<file path="config.mk">
export PLATFORM = sky130hd
export DESIGN_NAME = msg_byte_packer
export DESIGN_NICKNAME = d
export VERILOG_FILES = /design/src/rtl/msg_byte_packer.sv
export SDC_FILE = /design/constraint.sdc
export NUM_CORES = 1
export LEC_CHECK = 0
export CORE_MARGIN = 5
export CORE_UTILIZATION = 47
export DETAILED_ROUTE_END_ITERATION = 16
export GPL_TIMING_DRIVEN = 0
export PLACE_DENSITY = 0.75
export SLEW_MARGIN = 20
export SYNTH_ARGS = -nofsm -noshare
export SYNTH_HDL_FRONTEND = slang
export SYNTH_SLANG_ARGS = --single-unit
</file>
<file path="constraint.sdc">
create_clock -name clk -period 2.3 [get_ports clk]
set_input_delay 0.46 -clock clk [delete_from_list [all_inputs] [get_ports clk]]
set_output_delay 0.46 -clock clk [all_outputs]
set_load 0.1 [all_outputs]
</file>
<file path="src/rtl/msg_byte_packer.sv">
// rtl/msg_byte_packer.sv - packs a byte stream into 32-bit message words; optional MSG_LEN_EN adds a message length counter
module msg_byte_packer #(
  parameter int LEN_W = 16
) (
  input  logic             clk,
  input  logic             reset,
  input  logic             clear,
  input  logic [7:0]       in_byte,
  input  logic             in_valid,
  input  logic             in_last,
  output logic             in_ready,
  output logic [31:0]      msg_word,
  output logic             msg_valid,
  output logic             msg_last,
  output logic [2:0]       msg_nbytes,
  input  logic             msg_ready,
  output logic [LEN_W-1:0] msg_len
);

  typedef enum logic {
    ST_IDLE  = 1'b0,
    ST_ACCUM = 1'b1
  } state_e;

  state_e      state_q, state_d;
  logic [31:0] acc_q, acc_d;
  logic [1:0]  idx_q, idx_d;
  logic [31:0] word_q, word_d;
  logic        valid_q, valid_d;
  logic        last_q, last_d;
  logic [2:0]  nb_q, nb_d;

  logic        accept;
  logic        load;
  logic        xfer;
  logic [31:0] packed_word;

  // A pending word only blocks new bytes while downstream is stalling it
  assign in_ready = !valid_q || msg_ready;
  assign accept   = in_valid && in_ready && !clear;
  assign load     = accept && ((idx_q == 2'd3) || in_last);
  assign xfer     = valid_q && msg_ready;

  assign msg_word   = word_q;
  assign msg_valid  = valid_q;
  assign msg_last   = last_q;
  assign msg_nbytes = nb_q;

  // Completed word: stored lanes below idx, the incoming byte at idx, zeros above
  always_comb begin
    packed_word = '0;
    for (int i = 0; i < 4; i++) begin
      if (2'(i) < idx_q) begin
        packed_word[8*i +: 8] = acc_q[8*i +: 8];
      end else if (2'(i) == idx_q) begin
        packed_word[8*i +: 8] = in_byte;
      end
    end
  end

  // Next-state for accumulator, output register and control state
  always_comb begin
    state_d = state_q;
    acc_d   = acc_q;
    idx_d   = idx_q;
    word_d  = word_q;
    valid_d = valid_q;
    last_d  = last_q;
    nb_d    = nb_q;

    if (clear) begin
      acc_d   = '0;
      idx_d   = '0;
      valid_d = 1'b0;
      state_d = ST_IDLE;
    end else begin
      // Drop valid after a transfer; a same-cycle load below re-asserts it
      if (xfer) begin
        valid_d = 1'b0;
      end
      if (load) begin
        word_d  = packed_word;
        nb_d    = {1'b0, idx_q} + 3'd1;
        last_d  = in_last;
        valid_d = 1'b1;
        acc_d   = '0;
        idx_d   = '0;
      end else if (accept) begin
        acc_d[{idx_q, 3'b000} +: 8] = in_byte;
        idx_d = idx_q + 2'd1;
      end
      if (accept) begin
        state_d = in_last ? ST_IDLE : ST_ACCUM;
      end
    end
  end

  // State and datapath registers
  always_ff @(posedge clk or posedge reset) begin
    if (reset) begin
      state_q <= ST_IDLE;
      acc_q   <= '0;
      idx_q   <= '0;
      word_q  <= '0;
      valid_q <= 1'b0;
      last_q  <= 1'b0;
      nb_q    <= '0;
    end else begin
      state_q <= state_d;
      acc_q   <= acc_d;
      idx_q   <= idx_d;
      word_q  <= word_d;
      valid_q <= valid_d;
      last_q  <= last_d;
      nb_q    <= nb_d;
    end
  end

`ifdef MSG_LEN_EN
  logic [LEN_W-1:0] cnt_q, cnt_d;
  logic [LEN_W-1:0] len_q, len_d;
  logic [LEN_W-1:0] cnt_inc;

  assign cnt_inc = (&cnt_q) ? cnt_q : cnt_q + LEN_W'(1);
  assign msg_len = len_q;

  // Saturating byte count; published and restarted on the last byte
  always_comb begin
    cnt_d = cnt_q;
    len_d = len_q;
    if (clear) begin
      cnt_d = '0;
    end else if (accept) begin
      if (in_last) begin
        len_d = cnt_inc;
        cnt_d = '0;
      end else begin
        cnt_d = cnt_inc;
      end
    end
  end

  // Length counter registers
  always_ff @(posedge clk or posedge reset) begin
    if (reset) begin
      cnt_q <= '0;
      len_q <= '0;
    end else begin
      cnt_q <= cnt_d;
      len_q <= len_d;
    end
  end
`else
  assign msg_len = '0;
`endif

endmodule

</file>
==> summary.txt <==
Status
  – Status: finished clean

Cells and area
  – Ant diodes: 0
  – Nets: 385
  – Multi-input logic area: 0.00162 mm²
  – Register area: 0.00158 mm²
  – Layout cell share with drive strength beyond 1: 32.9%
  – Core Util, Final: 62.4%
  – Layout fillers: 575
  – P&R area growth vs syn: 31.4%

Floorplan
  – Starting density of the core: about 48%
  – Die H: 95.2 µm
  – Core Region: 0.00718 mm²
  – Die area: 0.00906 mm²
  – Num rows: 31
  – Io pins: 68
  – Die X: 95.2 µm

Synth
  – Post-synth EDFFs: 0
  – Avg Cell Area, Syn: roughly 12 µm²
  – Number of distinct library cells after synthesis: 32
  – Seq/Total Area, Yosys: 46.2%
  – Yosys reg bits: 63
  – Post-Synth Adder-Cell Area: 1.83%
  – Post-Syn Instances: 283
  – Synth Area in Compound Gates: 11.7%
  – Post-Synth Simple-Gate Area: 9.25%
  – Yosys warnings: 0
  – Post-synthesis mux area share: 21.7%
  – XOR/XNOR Fraction of Synth Area: 0%
  – Post-synth ARST share: 100%
  – Main synth FF type: dfrtp_1
  – Synth Cell Area: 0.00341 mm²
  – Largest family of logic cells by synthesized area: multiplexers

Route
  – Antenna viol nets, final: 0
  – Residual DRC: 0
  – Vias: ~2500
  – DRT iter0 DRCs: between 200 and 250
  – Vias per inst: 5.30
  – Avg WL per Cell: 16.5 µm
  – Pre-antenna DRT Iters: 4
  – Final Routed Wirelength: 7.75 mm

CTS
  – CTS Hold Bufs: 0
  – CTS tree: done
  – Num CTS Buffers: 9
  – H-tree depth: 3
  – Worst-path clk slew: ~70 ps
  – CTS max path bufs: 2
  – Root buffer cell: clkbuf_8
  – Sink Count: 63
  – Clock latency on the worst-skew pair: 340 ps

Placed design
  – GP Congestion: 0.808
  – Count of input and output buffers: 49
  – Hpwl dp: about 5.4 mm

Global route
  – Grt total ovfl: 0
  – GRT Resource Usage Total: between 15 and 20%
  – Vias in the first global route: between 2000 and 2500
  – Initial antenna violation count: 0
  – Largest net degree at the start of global routing: 34
  – First-pass GRT wire length: 12.4 mm

Power and ir drop
  – Pwr dens: roughly 730 mW/mm²
  – Worst vdd ir: 0.439 mV
  – Net switching power figure: ~0.0012 W
  – Tot Pwr: 0.00325 W
  – Combinational share of power: around 30%
  – Cell Int Power: 0.00203 W
  – Seq pwr share: 37.1%
  – Clk network pwr share: around a third
  – LEAKAGE: 2.27 nW
  – Sw Share: 37.5%

Worst setup path
  – Worst Path Arrival: 2520 ps
  – Buf/Inv on CP: 3
  – CP Cell Sequence: buf_4, ha_1, or2_2, buf_2, buf_1, a311oi_1, mux2_2
  – Crit path largest cell delay: 420 ps
  – Worst r2r path cells: 7
  – Worst setup SP type: register
  – Crit path max-delay family: buffers and inverters
  – WP depth: 7
  – CP endpoint kind: register
  – Critical-path maximum fanout: 11
  – CP max stage cell: dfrtp_2
  – WS Path Type: reg -> reg
  – Critical Path RT: 2580 ps

Timing
  – Rel. slew slack: 35.1%
  – Fin. max-slew vios: 0
  – Clock skew: roughly 8.6 ps
  – Fmax: 446 MHz
  – Fin. Hold Viols: 0
  – Slew @ Worst Pin: about 970 ps
  – # setup viols final: 0
  – Final worst path period share: roughly 100%
  – Post-route minimum period: between 2000 and 2500 ps

Worst hold path
  – Hold Path Stages: 2
  – Worst Hold Class: in -> reg

Job
  – Max Cap Viol: 0
cell usage after synthesis, types with 6 or more instances:
cell type	instances	area, µm²
clkbuf_1	9	33.8
inv_1	12	45.0
dfrtp_1	63	1580
buf_6	6	67.6
mux2_4	20	300
mux2_2	27	304
nand2_1	24	90.1
a311oi_1	16	140
buf_2	6	30.0
nand3_1	8	40.0
buf_4	16	120
mux2i_1	8	80.1
o21ai_0	10	50.1
nand3b_1	8	60.1
a22o_1	16	140
power by group through the flow:
| stage | clock, W | combinational [W] | sequential [W] |
|---|---|---|---|
| floorplan | 0 | 0.000347 | 0.00164 |
| CTS | 0.00108 | 0.000968 | 0.00121 |
| detailed placement | 0 | 0.000968 | 0.00123 |
| finish | 0.00107 | 0.000972 | 0.00120 |
| global route | 0.00115 | 0.00101 | 0.00121 |
| global placement | 0 | 0.000958 | 0.00123 |
layout make-up:
cell class	instances	share of cell area, %
plain buffers	37	6.09
clock buffers	9	2.77
clock inverters	7	2.12
inverters	13	1.20
multi-input cells	183	36.1
flip-flops and latches	63	35.2
well taps	99	2.77
repair buffers	59	13.7
state kept, by name (all words and copies together) (netlist names):
register,cells
msg_nbytes,3
msg_word,32
msg_last,1
idx_q,2
msg_valid,1
acc_q,24
stage by stage:
step           std cells  setup WS [ps]  TNS (ps)  instance area (µm²)  hold slack [ps]
2_1_floorplan        298           2.65         0                 3470              462
3_3_place_gp         446           -894    -59670                 4090              475
3_5_place_dp         447           -904    -11920                 4110              485
4_1_cts              464          0.500         0                 4350              351
5_1_grt              470          -5.64     -8.19                 4480              349
6_report             470           57.8         0                 4480              359
cell families (layout without fill, tap and decap cells):
kind of cell | Yosys count | count (layout)
flip-flops | 63 | 63
AO/OA/AOI/OAI | 48 | 48
AND/OR/NAND/NOR | 54 | 54
multiplexers | 60 | 60
buffers and inverters | 52 | 125
other | 1 | 16
adder cells (fa/ha/maj) | 5 | 5
repair_timing:
action                                  in CTS  in global routing
pin swaps                                    2                  1
endpoints found under the hold margin        0                  0
endpoints found under the setup margin      48                 58
setup buffers                                2                  7
resized for setup                           33                 27
cell usage in the layout (no fill, tap or decap), drive strengths merged, types with 11 or more instances in the layout:
cell type | netlist | routed
buf | 30 | 43
a22o | 16 | 16
mux2 | 52 | 52
dlymetal6s2s | 0 | 17
a311oi | 16 | 16
clkbuf | 9 | 14
inv | 13 | 15
conb | 1 | 16
nand2 | 24 | 24
dlygate4sd2 | 0 | 20
dfrtp | 63 | 63
clkdlybuf4s50 | 0 | 11
path summary, 6_finish.rpt:
kind,startpoint,end,slack [ps]
min,clear,idx_q[0]$_DFFE_PP0P_,360
min reg2reg,msg_word[7]$_DFFE_PP0P_,msg_word[7]$_DFFE_PP0P_,500
min in group asynchronous,reset,msg_nbytes[2]$_DFFE_PP0P_,460
max in group asynchronous,reset,idx_q[0]$_DFFE_PP0P_,1320
max reg2reg,idx_q[0]$_DFFE_PP0P_,acc_q[11]$_DFFE_PP0P_,60
max,idx_q[0]$_DFFE_PP0P_,acc_q[11]$_DFFE_PP0P_,60
metal layers:
layer / track usage [%] / routed length, µm
met1: 24.0 / 3530
met2: 28.5 / 3810
met3: 4.66 / 343
met4: 5.17 / 67
met5: 0 / 0
Power figures use the tool's default switching activity.
